`config.mk`:
```
export PLATFORM = sky130hd
export DESIGN_NAME = led_shift_chain_flat
export DESIGN_NICKNAME = d
export VERILOG_FILES = /design/src/rtl/led_shift_pkg.sv /design/src/rtl/led_shift_chain_if.sv /design/src/rtl/led_shift_div.sv /design/src/rtl/led_shift_chain.sv /design/src/flat_wrapper.sv
export SDC_FILE = /design/constraint.sdc
export NUM_CORES = 1
export LEC_CHECK = 0
export BUFFER_PORTS_ARGS = -buffer_cell sky130_fd_sc_hd__clkbuf_2
export CORE_ASPECT_RATIO = 1.75
export CORE_UTILIZATION = 30
export DETAILED_ROUTE_END_ITERATION = 6
export GPL_TIMING_DRIVEN = 1
export MAX_ROUTING_LAYER = met4
export PLACE_DENSITY = 0.51
export SKIP_CTS_REPAIR_TIMING = 1
export SYNTH_ARGS = -nofsm -noshare
export SYNTH_HDL_FRONTEND = slang
export SYNTH_SLANG_ARGS = --single-unit
```
`constraint.sdc`:
```
create_clock -name clk -period 2.2 [get_ports clk]
set_input_delay 0.66 -clock clk [delete_from_list [all_inputs] [get_ports clk]]
set_output_delay 0.66 -clock clk [all_outputs]
set_load 0.05 [all_outputs]
```
`src/rtl/led_shift_pkg.sv`:
```
// Shared types and width helpers for the LED shift-register chain driver.
// Optional feature: define LED_SHIFT_LATCH_EN to include the storage-latch phase.
package led_shift_pkg;

`ifdef LED_SHIFT_LATCH_EN
    typedef enum logic [1:0] {
        IDLE     = 2'd0,
        SHIFT_LO = 2'd1,
        SHIFT_HI = 2'd2,
        LATCH    = 2'd3
    } state_e;
`else
    typedef enum logic [1:0] {
        IDLE     = 2'd0,
        SHIFT_LO = 2'd1,
        SHIFT_HI = 2'd2
    } state_e;
`endif

    // Counter width for a count range of x values, never below one bit.
    function automatic int unsigned cnt_width(input int unsigned x);
        int unsigned w;
        w = $clog2(x);
        return (w < 1) ? 1 : w;
    endfunction

endpackage

```
`src/rtl/led_shift_chain_if.sv`:
```
// Frame handshake between the LED control registers and the shift-chain driver.
// WIDTH must match the WIDTH of the led_shift_chain it connects to.
interface led_shift_chain_if #(
    parameter int unsigned WIDTH = 16
);
    logic             vld;
    logic             rdy;
    logic [WIDTH-1:0] din;
    logic             done;

    modport master (
        output vld,
        output din,
        input  rdy,
        input  done
    );

    modport slave (
        input  vld,
        input  din,
        output rdy,
        output done
    );
endinterface

```
`src/rtl/led_shift_div.sv`:
```
// Phase-tick generator: one-cycle tick on the last cycle of every DIV-cycle phase.
// start clears the count; the count only advances while en is high.
module led_shift_div
    import led_shift_pkg::*;
#(
    parameter int unsigned DIV = 1
) (
    input  logic clk,
    input  logic rst,
    input  logic start,
    input  logic en,
    output logic tick
);

    localparam int unsigned   DW   = cnt_width(DIV);
    localparam logic [DW-1:0] LAST = DW'(DIV - 1);

    logic [DW-1:0] cnt_q;
    logic [DW-1:0] cnt_d;

    // Tick on the final cycle of the current phase.
    always_comb begin
        tick = en && !start && (cnt_q == LAST);
    end

    // Next count: cleared on start, wraps to zero at each phase boundary.
    always_comb begin
        cnt_d = cnt_q;
        if (start) begin
            cnt_d = '0;
        end else if (en) begin
            cnt_d = tick ? '0 : cnt_q + 1'b1;
        end
    end

    // Count register.
    always_ff @(posedge clk) begin
        if (rst) begin
            cnt_q <= '0;
        end else begin
            cnt_q <= cnt_d;
        end
    end

endmodule

```
`src/rtl/led_shift_chain.sv`:
```
// Serial driver for a chain of 74HC595-style LED shift registers.
// Accepts a WIDTH-bit frame, shifts it out on sft_ds/sft_shcp with each
// shcp phase lasting DIV clocks, optionally pulses sft_stcp, then pulses done.
// Optional feature: LED_SHIFT_LATCH_EN enables the LATCH phase and sft_stcp.
module led_shift_chain
    import led_shift_pkg::*;
#(
    parameter int unsigned WIDTH     = 16,
    parameter int unsigned DIV       = 1,
    parameter bit          MSB_FIRST = 1'b0
) (
    input  logic                clk,
    input  logic                rst,
    led_shift_chain_if.slave    bus,
    output logic                sft_shcp,
    output logic                sft_ds,
    output logic                sft_stcp
);

    localparam int unsigned   CW       = cnt_width(WIDTH);
    localparam logic [CW-1:0] LAST_BIT = CW'(WIDTH - 1);

    state_e           state_q, state_d;
    logic [WIDTH-1:0] sreg_q, sreg_d;
    logic [CW-1:0]    bit_q, bit_d;
    logic             rdy_q, rdy_d;
    logic             done_q, done_d;
    logic             shcp_q, shcp_d;
    logic             ds_q, ds_d;
`ifdef LED_SHIFT_LATCH_EN
    logic             stcp_q, stcp_d;
`endif

    logic [WIDTH-1:0] sreg_adv;
    logic             first_bit;
    logic             next_bit;
    logic             accept;
    logic             tick;

    // Shift register advanced by one position toward the output end.
    always_comb begin
        sreg_adv  = MSB_FIRST ? (sreg_q << 1) : (sreg_q >> 1);
        first_bit = MSB_FIRST ? bus.din[WIDTH-1] : bus.din[0];
        next_bit  = MSB_FIRST ? sreg_adv[WIDTH-1] : sreg_adv[0];
        accept    = (state_q == IDLE) && bus.vld;
    end

    led_shift_div #(
        .DIV(DIV)
    ) u_div (
        .clk  (clk),
        .rst  (rst),
        .start(accept),
        .en   (state_q != IDLE),
        .tick (tick)
    );

    // Next-state and registered-output logic; outputs follow the state being entered.
    always_comb begin
        state_d = state_q;
        sreg_d  = sreg_q;
        bit_d   = bit_q;
        shcp_d  = shcp_q;
        ds_d    = ds_q;
        done_d  = 1'b0;
`ifdef LED_SHIFT_LATCH_EN
        stcp_d  = stcp_q;
`endif
        case (state_q)
            IDLE: begin
                if (bus.vld) begin
                    state_d = SHIFT_LO;
                    sreg_d  = bus.din;
                    bit_d   = '0;
                    shcp_d  = 1'b0;
                    ds_d    = first_bit;
                end
            end
            SHIFT_LO: begin
                if (tick) begin
                    state_d = SHIFT_HI;
                    shcp_d  = 1'b1;
                end
            end
            SHIFT_HI: begin
                if (tick) begin
                    shcp_d = 1'b0;
                    sreg_d = sreg_adv;
                    if (bit_q == LAST_BIT) begin
                        ds_d    = 1'b0;
`ifdef LED_SHIFT_LATCH_EN
                        state_d = LATCH;
                        stcp_d  = 1'b1;
`else
                        state_d = IDLE;
                        done_d  = 1'b1;
`endif
                    end else begin
                        state_d = SHIFT_LO;
                        bit_d   = bit_q + 1'b1;
                        ds_d    = next_bit;
                    end
                end
            end
`ifdef LED_SHIFT_LATCH_EN
            LATCH: begin
                if (tick) begin
                    state_d = IDLE;
                    stcp_d  = 1'b0;
                    done_d  = 1'b1;
                end
            end
`endif
            default: begin
                state_d = IDLE;
            end
        endcase
        rdy_d = (state_d == IDLE);
    end

    // State and output registers with synchronous reset.
    always_ff @(posedge clk) begin
        if (rst) begin
            state_q <= IDLE;
            sreg_q  <= '0;
            bit_q   <= '0;
            rdy_q   <= 1'b1;
            done_q  <= 1'b0;
            shcp_q  <= 1'b0;
            ds_q    <= 1'b0;
`ifdef LED_SHIFT_LATCH_EN
            stcp_q  <= 1'b0;
`endif
        end else begin
            state_q <= state_d;
            sreg_q  <= sreg_d;
            bit_q   <= bit_d;
            rdy_q   <= rdy_d;
            done_q  <= done_d;
            shcp_q  <= shcp_d;
            ds_q    <= ds_d;
`ifdef LED_SHIFT_LATCH_EN
            stcp_q  <= stcp_d;
`endif
        end
    end

    assign bus.rdy  = rdy_q;
    assign bus.done = done_q;
    assign sft_shcp = shcp_q;
    assign sft_ds   = ds_q;
`ifdef LED_SHIFT_LATCH_EN
    assign sft_stcp = stcp_q;
`else
    assign sft_stcp = 1'b0;
`endif

endmodule

```
`src/flat_wrapper.sv`:
```
// flat-port wrapper written by rule: the top's interface ports become plain ports
module led_shift_chain_flat import led_shift_pkg::*;
#(
    parameter int unsigned WIDTH     = 16,
    parameter int unsigned DIV       = 1,
    parameter bit          MSB_FIRST = 1'b0
)
  (clk, rst, sft_shcp, sft_ds, sft_stcp, bus_vld, bus_din, bus_rdy, bus_done);
  led_shift_chain_if #(.WIDTH(WIDTH)) bus_i ();
  input  logic clk;
  input  logic rst;
  output logic sft_shcp;
  output logic sft_ds;
  output logic sft_stcp;
  input wire logic [$bits(bus_i.vld)-1:0] bus_vld;
  input wire logic [$bits(bus_i.din)-1:0] bus_din;
  output wire logic [$bits(bus_i.rdy)-1:0] bus_rdy;
  output wire logic [$bits(bus_i.done)-1:0] bus_done;
  assign bus_i.vld = bus_vld;
  assign bus_i.din = bus_din;
  assign bus_rdy = bus_i.rdy;
  assign bus_done = bus_i.done;
  led_shift_chain #(.WIDTH(WIDTH), .DIV(DIV), .MSB_FIRST(MSB_FIRST)) u_core (.clk(clk), .rst(rst), .bus(bus_i), .sft_shcp(sft_shcp), .sft_ds(sft_ds), .sft_stcp(sft_stcp));
endmodule
```
==> Word level (Yosys, flattened, before mapping) <==
Cells that the tools add are included.
{ "classes": {"reduce_logical": 14, "bitwise": 3, "eq_ne": 7, "muxes": 22, "n_addsub": 2} }
{ "op_table": {"columns": ["cell", "count"], "rows": [
  ["$mux 16", 2],
  ["$pmux 16 s2", 1],
  ["$mux 4", 3],
  ["$mux 1", 9],
  ["$ne 2x2->1 const B", 4],
  ["$pmux 4 s2", 1],
  ["$reduce_and 4->1", 2],
  ["$mux 2", 3],
  ["$pmux 2 s3", 1],
  ["$add 4x1->4 const B", 1],
  ["$eq 4x4->1 const B", 1],
  ["$logic_not 2->1", 2],
  ["$reduce_bool 2->1", 2],
  ["$logic_and 1x1->1", 3],
  ["$not 1->1", 3],
  ["$pmux 1 s3", 1],
  ["$reduce_and 3->1", 1],
  ["$reduce_bool 3->1", 1],
  ["$reduce_or 3->1", 1],
  ["$eq 2x1->1 const B", 1],
  ["$eq 2x2->1 const B", 1],
  ["$pmux 1 s2", 1],
  ["$reduce_or 2->1", 1],
  ["$add 1x1->1 const B", 1],
  ["$logic_not 1->1", 1]
]} }
{ "word_totals": {"input_bits": 19, "ff_bits": 27, "output_inout_bits": 5, "elab_cells": 56} }

==> Depth between registers and ports, before layout <==
Gate-level depths: netlist (run 1).
{ "depth": {"depth_word": 8, "ltp_mapped": 6, "depth_no_buf": 5} }

==> Cells and area by module <==
Synthesis (run 1) repeated with hierarchy kept, for this count alone.
{ "unflattened": {"cells_unflattened": 138, "hier_area_um2": 1320.0} }
{ "by_module_without_submodules": {"columns": ["module", "cells_each", "n_inst", "seq_area_each_um2", "area_per_inst_um2"], "rows": [
  ["led_shift_chain", 135, 1, 500.5, 1272.5],
  ["led_shift_div", 3, 1, 20.0, 47.5]
]} }

==> Worst setup path after synthesis (run 1) <==
No wires, ideal clock.
{ "synth_timing": {"path_type": "input to register", "start": "in bus_vld", "end": "reg u_core.bit_q[3]", "path_slack_ns": 0.440, "required_ns": 2.130, "cell_stages": 5, "arrival_ns": 1.690, "setup_time_ns": 0.070, "n_path_buf": 1, "path_cell_list": "buf_2 -> nand2b_4 -> a221o_1 -> or3_1 -> a21oi_1"} }
{ "synth_between": {"elab_chain_cells": 6, "word_cells_on_any_way": 7, "classes_between": "2 x eq/ne; 5 x reduce/logical"} }
{ "synth_lines": {"columns": ["item", "line", "source"], "rows": [
  ["start: declaration", "flat_wrapper.sv:15", "input wire logic [$bits(bus_i.vld)-1:0] bus_vld;"],
  ["$logic_and 1x1->1", "led_shift_chain.sv:45", "accept = (state_q == IDLE) && bus.vld;"],
  ["$logic_not 1->1", "led_shift_div.sv:23", "tick = en && !start && (cnt_q == LAST);"],
  ["$logic_and 1x1->1 (2 in series)", "led_shift_div.sv:23", null],
  ["$ne 2x2->1 (no source line)", null, null],
  ["$reduce_and 4->1 (no source line) *", null, null],
  ["end signal: assignment", "led_shift_chain.sv:137", "bit_q <= bit_d;"],
  ["end: declaration", "led_shift_chain.sv:25", "logic [CW-1:0] bit_q, bit_d;"]
]} }
Every way passes the cells marked *; elsewhere a longest branch is shown, timed or not.
A chain may end at the register's enable or synchronous reset.

==> Worst setup path after layout (run 1) <==
{ "layout_timing": {"start": "reg u_core.bit_q[0]", "end": "reg u_core.bit_q[3]"} }
{ "layout_between": {"elab_chain_cells": 4, "word_cells_on_any_way": 7, "classes_between": "1 x add/sub; 2 x eq/ne; 3 x mux; 1 x reduce/logical"} }
{ "layout_lines": {"columns": ["item", "line", "source"], "rows": [
  ["$add 4x1->4", "led_shift_chain.sv:100", "bit_d = bit_q + 1'b1;"],
  ["$mux 4", "led_shift_chain.sv:89", "if (bit_q == LAST_BIT) begin"],
  ["$mux 4", "led_shift_chain.sv:86", "if (tick) begin"],
  ["$pmux 4 s2", "led_shift_chain.sv:69", "case (state_q)"]
]} }
Parallel ways exist; a longest one is shown, timed or not. The select of a mux whose other input is x is not followed.

==> impl_metrics.yaml, run 1 <==
cells_and_area:
  fin_util_pct: 37.5
  final_area_sq_mm: 0.00139
  nets: 189
  syn_to_final_growth_pct: 17.1
  fillCellCount: 415
  drive_gt1_share_pct: 19.0
  diodes: 0
  finalNonFillerCells: 214
global_route:
  grt.total_usage_pct: 13.3
  grt_pass1_wl_mm: 4.35
  globalRouteOverflowTotal: 0
  grt_max_degree: 26
  grt_pass1_vias: 1039
  antenna_found_initial: 0
logic_synthesis:
  synth_async_sr_flop_share_pct: 0
  netlist_instances: 152
  syn_area_sq_mm: 0.00118
  synth-simple-area-share_pct: 26.2
  yosys.area_share.adder_pct: 1.06
  yosysMostFrequentCell: "nand2_1"
  ys_top_cells_by_count: "32 x nand2_1, 26 x dfxtp_1, 26 x nor2_1, 14 x a311oi_1, 7 x clkbuf_1"
  muxShareOfSynthArea_pct: 0.845
  synth_xor_area_share_pct: 0
  yosys-top-cells-area: "dfxtp_1 44%, a311oi_1 10%, nand2_1 10%, nor2_1 8.2%, a21oi_1 2.5%"
  synth.top_cell.area_share_pct: 43.9
  ys_ff_latch: 26
  netlist-cell-type-count: 28
  synth_fp_nets: 172
  synth-edff-count: 0
  synth_top_family_by_area: "simple AND/OR/NAND/NOR gates"
  synth.yosys.seq_area_share_pct: 43.9
  ys.flop_type: "dfxtp_1"
  synth_compound_area_share_pct: 20.2
  yosys.area.top_type: "dfxtp_1"
  yosysWarnings: 0
  avgSynthCellArea_sq_um: 7.80
critical_path:
  critPathCaptureType: "flop"
  start_kind: "flop"
  cpPeakStageDelay_ns: 0.36
  worst_r2r_path_depth: 5
  worstPathCellList: "ha_1, and3_1, a221o_1, or3_1, a21oi_1"
  required_ns: 2.40
  r2r_slack_ns: 0.51
  worst-path-max-fanout: 6
  crit_arrival_ns: 1.89
  r2r-start: "u_core.bit_q[0]"
  path_class: "reg2reg"
  worstReg2RegEnd: "u_core.bit_q[3]"
  cp_slowest_cell: "a221o_1"
die:
  fp.dieArea_sq_mm: 0.00421
  fp.dieH_um: 85.1
  dieWidth_um: 49.5
  core_sq_mm: 0.00370
  start_util_pct: 32.0
  io-pin-count: 24
  rows: 29
run_status:
  status: "finished clean"
routing:
  dr.first_iter.drc_count: 42
  dr.pass1.iters: 4
  vias_per_cell: 4.99
  post_drt_wl_per_cell_um: 11.7
  wirelength_mm: 2.51
  drc: 0
  vias: 1068
  postRouteAntennaNets: 0
  wl_met1_mm: 1.09
  top_layer_used: "met4"
  dr_wl_met2_mm: 1.25
  route.met3.wl_um: 105
placement:
  place_area_sq_mm: 0.00132
  hpwl_mm: 1.84
  io_buffers: 22
  routabilityCongestion: 0.776
  dp_cells: 210
sta:
  fin_skew_ns: 0.00592
  finalSetupViolations: 0
  hold_violations: 0
  finalSetupTns_ns: 0
  report.final.slew_viol_count: 0
  clock.fmax_mhz: 592
  rsz0062_at_grt: "false"
  fin_crit_sh_pct: 76.7
  layout_min_cycle_time_ns: 1.69
clock_network:
  cts_max_level: 1
  clockRootBuffer: "clkbuf_8"
  clkTransAtPathRegs_ns: 0.09
  cts.sinks: 26
  insertion_delay_ns: 0.26
  cts_tree: "done"
  cts_buffer_depth: 2
  cts_buffers: 3
pwr:
  power_frac_clock_pct: 35.6
  switching_share_pct: 24.9
  internal-power_w: 0.000818
  power_density_mw_per_mm2: 785
  power_w: 0.00109
  seqPwrFrac_pct: 48.8
  p_leak_nw: 0.576
  power_switching_w: 0.000271
  p_comb_share_pct: 15.6
  vdd_drop_max_uv: 390
min_path:
  worstHoldStart: "u_core.sreg_q[4]"
  hold_class: "reg2reg"
  whs_endpoint: "u_core.sreg_q[3]"
  hold_path_depth: 2
job:
  cap_violations: 0
through the flow:
stage	setup slack, ns	hold WS, ns
after global placement	0.371	0.461
after detailed placement	0.359	0.473
after global routing	0.396	0.511
after floorplan	0.440	0.449
after CTS	0.511	0.487
final	0.512	0.483
final cells by class:
cell class,count,area [sq um],share of cell area [%]
clock buffer,3,41.3,2.98
clock inverter,1,30.0,2.16
inverter,5,18.8,1.35
multi-input combinational,107,579,41.7
sequential,26,520,37.5
tap,46,57.6,4.15
timing repair buffer,26,140,10.1
cells by family after synthesis:
kind of cell,count (synthesis)
flops,26
buf+inv,19
fa+ha+maj,1
compound gates,32
other cells,1
simple gates,72
mux,1
state kept, by name, indices dropped and copies added, names as in the netlist:
register            cells
u_core.state_q          2
u_core.bus.done         1
u_core.sft_shcp         1
u_core.u_div.cnt_q      1
u_core.bit_q            4
u_core.sreg_q          15
u_core.sft_ds           1
u_core.bus.rdy          1
per-layer routing:
layer	global-route usage, %	vias to the layer above
li1	-	554
met3	2.15	6
met1	14.3	484
met5	-	-
met2	23.2	24
met4	6.49	0
worst max-delay path, delay by kind of cell, from the launching register on:
kind / cells / cell delay, ns
DFF: 1 / 0.35
and+or+nand+nor: 2 / 0.55
adders and majority gates: 1 / 0.23
AOI/OAI and AO/OA: 2 / 0.50
layout by cell type (no fill, tap or decap):
| cell type | n |
|---|---|
| nand2_1 | 32 |
| nor2_1 | 26 |
| dfxtp_1 | 26 |
| clkbuf_2 | 22 |
| a311oi_1 | 14 |
| inv_1 | 5 |
| a21oi_1 | 5 |
| buf_4 | 4 |
| nand2b_1 | 3 |
| a22oi_1 | 3 |
| o22ai_1 | 3 |
| clkbuf_8 | 3 |
| and3_1 | 2 |
| nand3_1 | 2 |
| o21ai_0 | 2 |
| or3_1 | 2 |
| nor4_1 | 2 |
| nand2b_4 | 1 |
| a21oi_2 | 1 |
| a211oi_1 | 1 |
| nor3_1 | 1 |
| a221o_1 | 1 |
| a21o_1 | 1 |
| nand3b_1 | 1 |
| mux2i_1 | 1 |
| o32a_1 | 1 |
| ha_1 | 1 |
| conb_1 | 1 |
| bufinv_16 | 1 |
how the worst max path moves through the flow:
stage / cells after the start / slack [ns] / endpoint / from
CTS: 5 / 0.51 / u_core.bit_q[3] / u_core.bit_q[0]
global placement: 5 / 0.37 / u_core.bit_q[3] / bus_vld
floorplan: 5 / 0.44 / u_core.bit_q[3] / bus_vld
detailed placement: 5 / 0.36 / u_core.bit_q[2] / bus_vld
finish: 5 / 0.51 / u_core.bit_q[3] / u_core.bit_q[0]
global route: 5 / 0.40 / u_core.bit_q[3] / u_core.bit_q[0]
power by group through the flow:
stage          Clock [W]  Combinational [W]  Sequential [W]
2_1_floorplan          0           0.000118        0.000551
3_3_place_gp           0           0.000167        0.000542
3_5_place_dp           0           0.000171        0.000543
4_1_cts         0.000401           0.000172        0.000532
5_1_grt         0.000419           0.000192        0.000538
6_report        0.000387           0.000170        0.000532
No activity file was read; power rests on OpenSTA's default activity.
==> run 2, diff against run 1 <==
==> constraint.sdc (replaced) <==
create_clock -name clk -period 1.6 [get_ports clk]
set_input_delay 0.48 -clock clk [delete_from_list [all_inputs] [get_ports clk]]
set_output_delay 0.48 -clock clk [all_outputs]
set_load 0.05 [all_outputs]
==> run 2 against run 1 <==
Compared with the run above: worst hold slack got worse by 0.036 ns; die area unchanged; sequential power up 37%; setup slack got worse by 0.50 ns; largest power group unchanged; sequential cell count is the same; first-iteration DRC count fell by 36%; largest cell class unchanged; cell area is 6.5% higher; final cell count increased by 3.7%; critical path depth grew 1.
==> impl_metrics.yaml, run 2 (synthesized netlist as in run 1, its figures left out) <==
sta:
  layout_min_cycle_time_ns: 1.59
  rsz0062_at_grt: "true"
  fin_crit_sh_pct: 99.2
  report.final.slew_viol_count: 0
  relSlewSlack_pct: 64.7
  worst_pin_slew_ns: 0.529
  hold_violations: 0
  holdWs_ns: 0.447
  clock.fmax_mhz: 630
  finalSetupTns_ns: 0
  fin_skew_ns: 0.00239
  finalSetupViolations: 0
critical_path:
  worst-path-max-fanout: 4
  crit_arrival_ns: 1.76
  r2r_slack_ns: 0.01
  critPathCaptureType: "flop"
  worst_r2r_path_depth: 6
  r2r-start: "u_core.bit_q[1]"
  required_ns: 1.77
  worstReg2RegEnd: "u_core.bit_q[2]"
  path_class: "reg2reg"
  start_kind: "flop"
die:
  fp.dieArea_sq_mm: 0.00421
  io-pin-count: 24
  fp.dieH_um: 85.1
  start_util_pct: 32.0
  dieWidth_um: 49.5
  rows: 29
  core_sq_mm: 0.00370
min_path:
  worstHoldStart: "bus_din[3]"
  whs_endpoint: "u_core.sreg_q[3]"
  hold_class: "in2reg"
  hold_path_depth: 3
routing:
  postRouteAntennaNets: 0
  drc: 0
  dr.first_iter.drc_count: 27
  dr.pass1.iters: 4
  vias: 1142
  post_drt_wl_per_cell_um: 12.2
  wirelength_mm: 2.70
  vias_per_cell: 5.14
pwr:
  power_w: 0.00142
  power_density_mw_per_mm2: 959
  p_leak_nw: 0.614
  vdd_drop_max_uv: 524
global_route:
  grt.total_usage_pct: 14.0
  globalRouteOverflowTotal: 0
  antenna_found_initial: 0
  grt_pass1_vias: 1110
  grt_pass1_wl_mm: 4.51
  grt_max_degree: 31
clock_network:
  cts_buffer_depth: 2
  cts_tree: "done"
  clkTransAtPathRegs_ns: 0.09
  cts_buffers: 3
  cts.sinks: 26
  clockRootBuffer: "clkbuf_8"
  insertion_delay_ns: 0.27
  cts_max_level: 1
run_status:
  status: "finished clean"
cells_and_area:
  fin_util_pct: 39.9
  syn_to_final_growth_pct: 24.7
  top_regs: "u_core.sreg_q (15), u_core.bit_q (4), u_core.state_q (2)"
  largest_reg_flops: 15
  layout_common_cells: "32 x nand2_1, 26 x nor2_1, 23 x dfxtp_1"
  diodes: 0
  mostFrequentLayoutCell: "nand2_1"
  regMostFlops: "u_core.sreg_q"
  nets: 197
  drive_gt1_share_pct: 27.3
job:
  cap_violations: 0
placement:
  io_buffers: 22
  routabilityCongestion: 0.759
  hpwl_mm: 1.87
## run 2: changes by cell type in the layout (fill, tap and decap cells not counted), sizes merged
cell / before / now
clkbuf: 25 / 26
buf: 4 / 12
bufinv: 1 / 0
## run 2: worst max path at each step
| stage | slack, ns | startpoint | end | depth (start not counted) |
|---|---|---|---|---|
| 2_1_floorplan | 0.02 | bus_vld | u_core.bit_q[3] | 5 |
| 3_3_place_gp | 0.06 | u_core.bit_q[0] | u_core.bit_q[2] | 5 |
| 3_5_place_dp | -0.01 | u_core.bit_q[0] | u_core.bit_q[3] | 5 |
| 4_1_cts | -0.03 | u_core.bit_q[0] | u_core.bit_q[3] | 5 |
| 5_1_grt | -0.06 | u_core.bit_q[1] | u_core.bit_q[2] | 6 |
| 6_report | 0.01 | u_core.bit_q[1] | u_core.bit_q[2] | 6 |
## run 2: worst max-delay path, stage by stage (launching register included)
cell	delay, ns
dfxtp_2	0.35
ha_4	0.16
and3_4	0.17
a221o_1	0.35
buf_4	0.16
o21ai_0	0.21
a21oi_2	0.08
## run 2: routing by layer
layer	share of wire, %	vias to the layer above	GRT usage [%]
met5	0	-	-
met4	1.6	0	6.49
met3	4.0	4	2.15
met2	52	28	25.2
met1	42	539	14.5
li1	-	571	-
## run 2: power breakdown
group          internal [W]  switching, W  leakage, nW  total [W]
combinational      0.000107      0.000150        0.369   0.000257
clock              0.000220      0.000213       0.0288   0.000433
sequential         0.000699     0.0000285        0.216   0.000727
## run 2: cell type report
type | count | area [sq um]
Fill cell | 422 | 2220
Multi-Input combinational cell | 107 | 609
Sequential cell | 26 | 524
Timing Repair Buffer | 34 | 213
Tap cell | 46 | 57.6
Clock buffer | 4 | 55.1
Inverter | 5 | 18.8
## run 2: per-stage QoR
step / instance area (sq um) / cells / setup WS, ns
global route: 1480 / 222 / -0.0554
CTS: 1420 / 219 / -0.0316
finish: 1480 / 222 / 0.0126
global placement: 1370 / 215 / 0.0646
floorplan: 1180 / 152 / 0.0204
detailed placement: 1370 / 215 / -0.0132
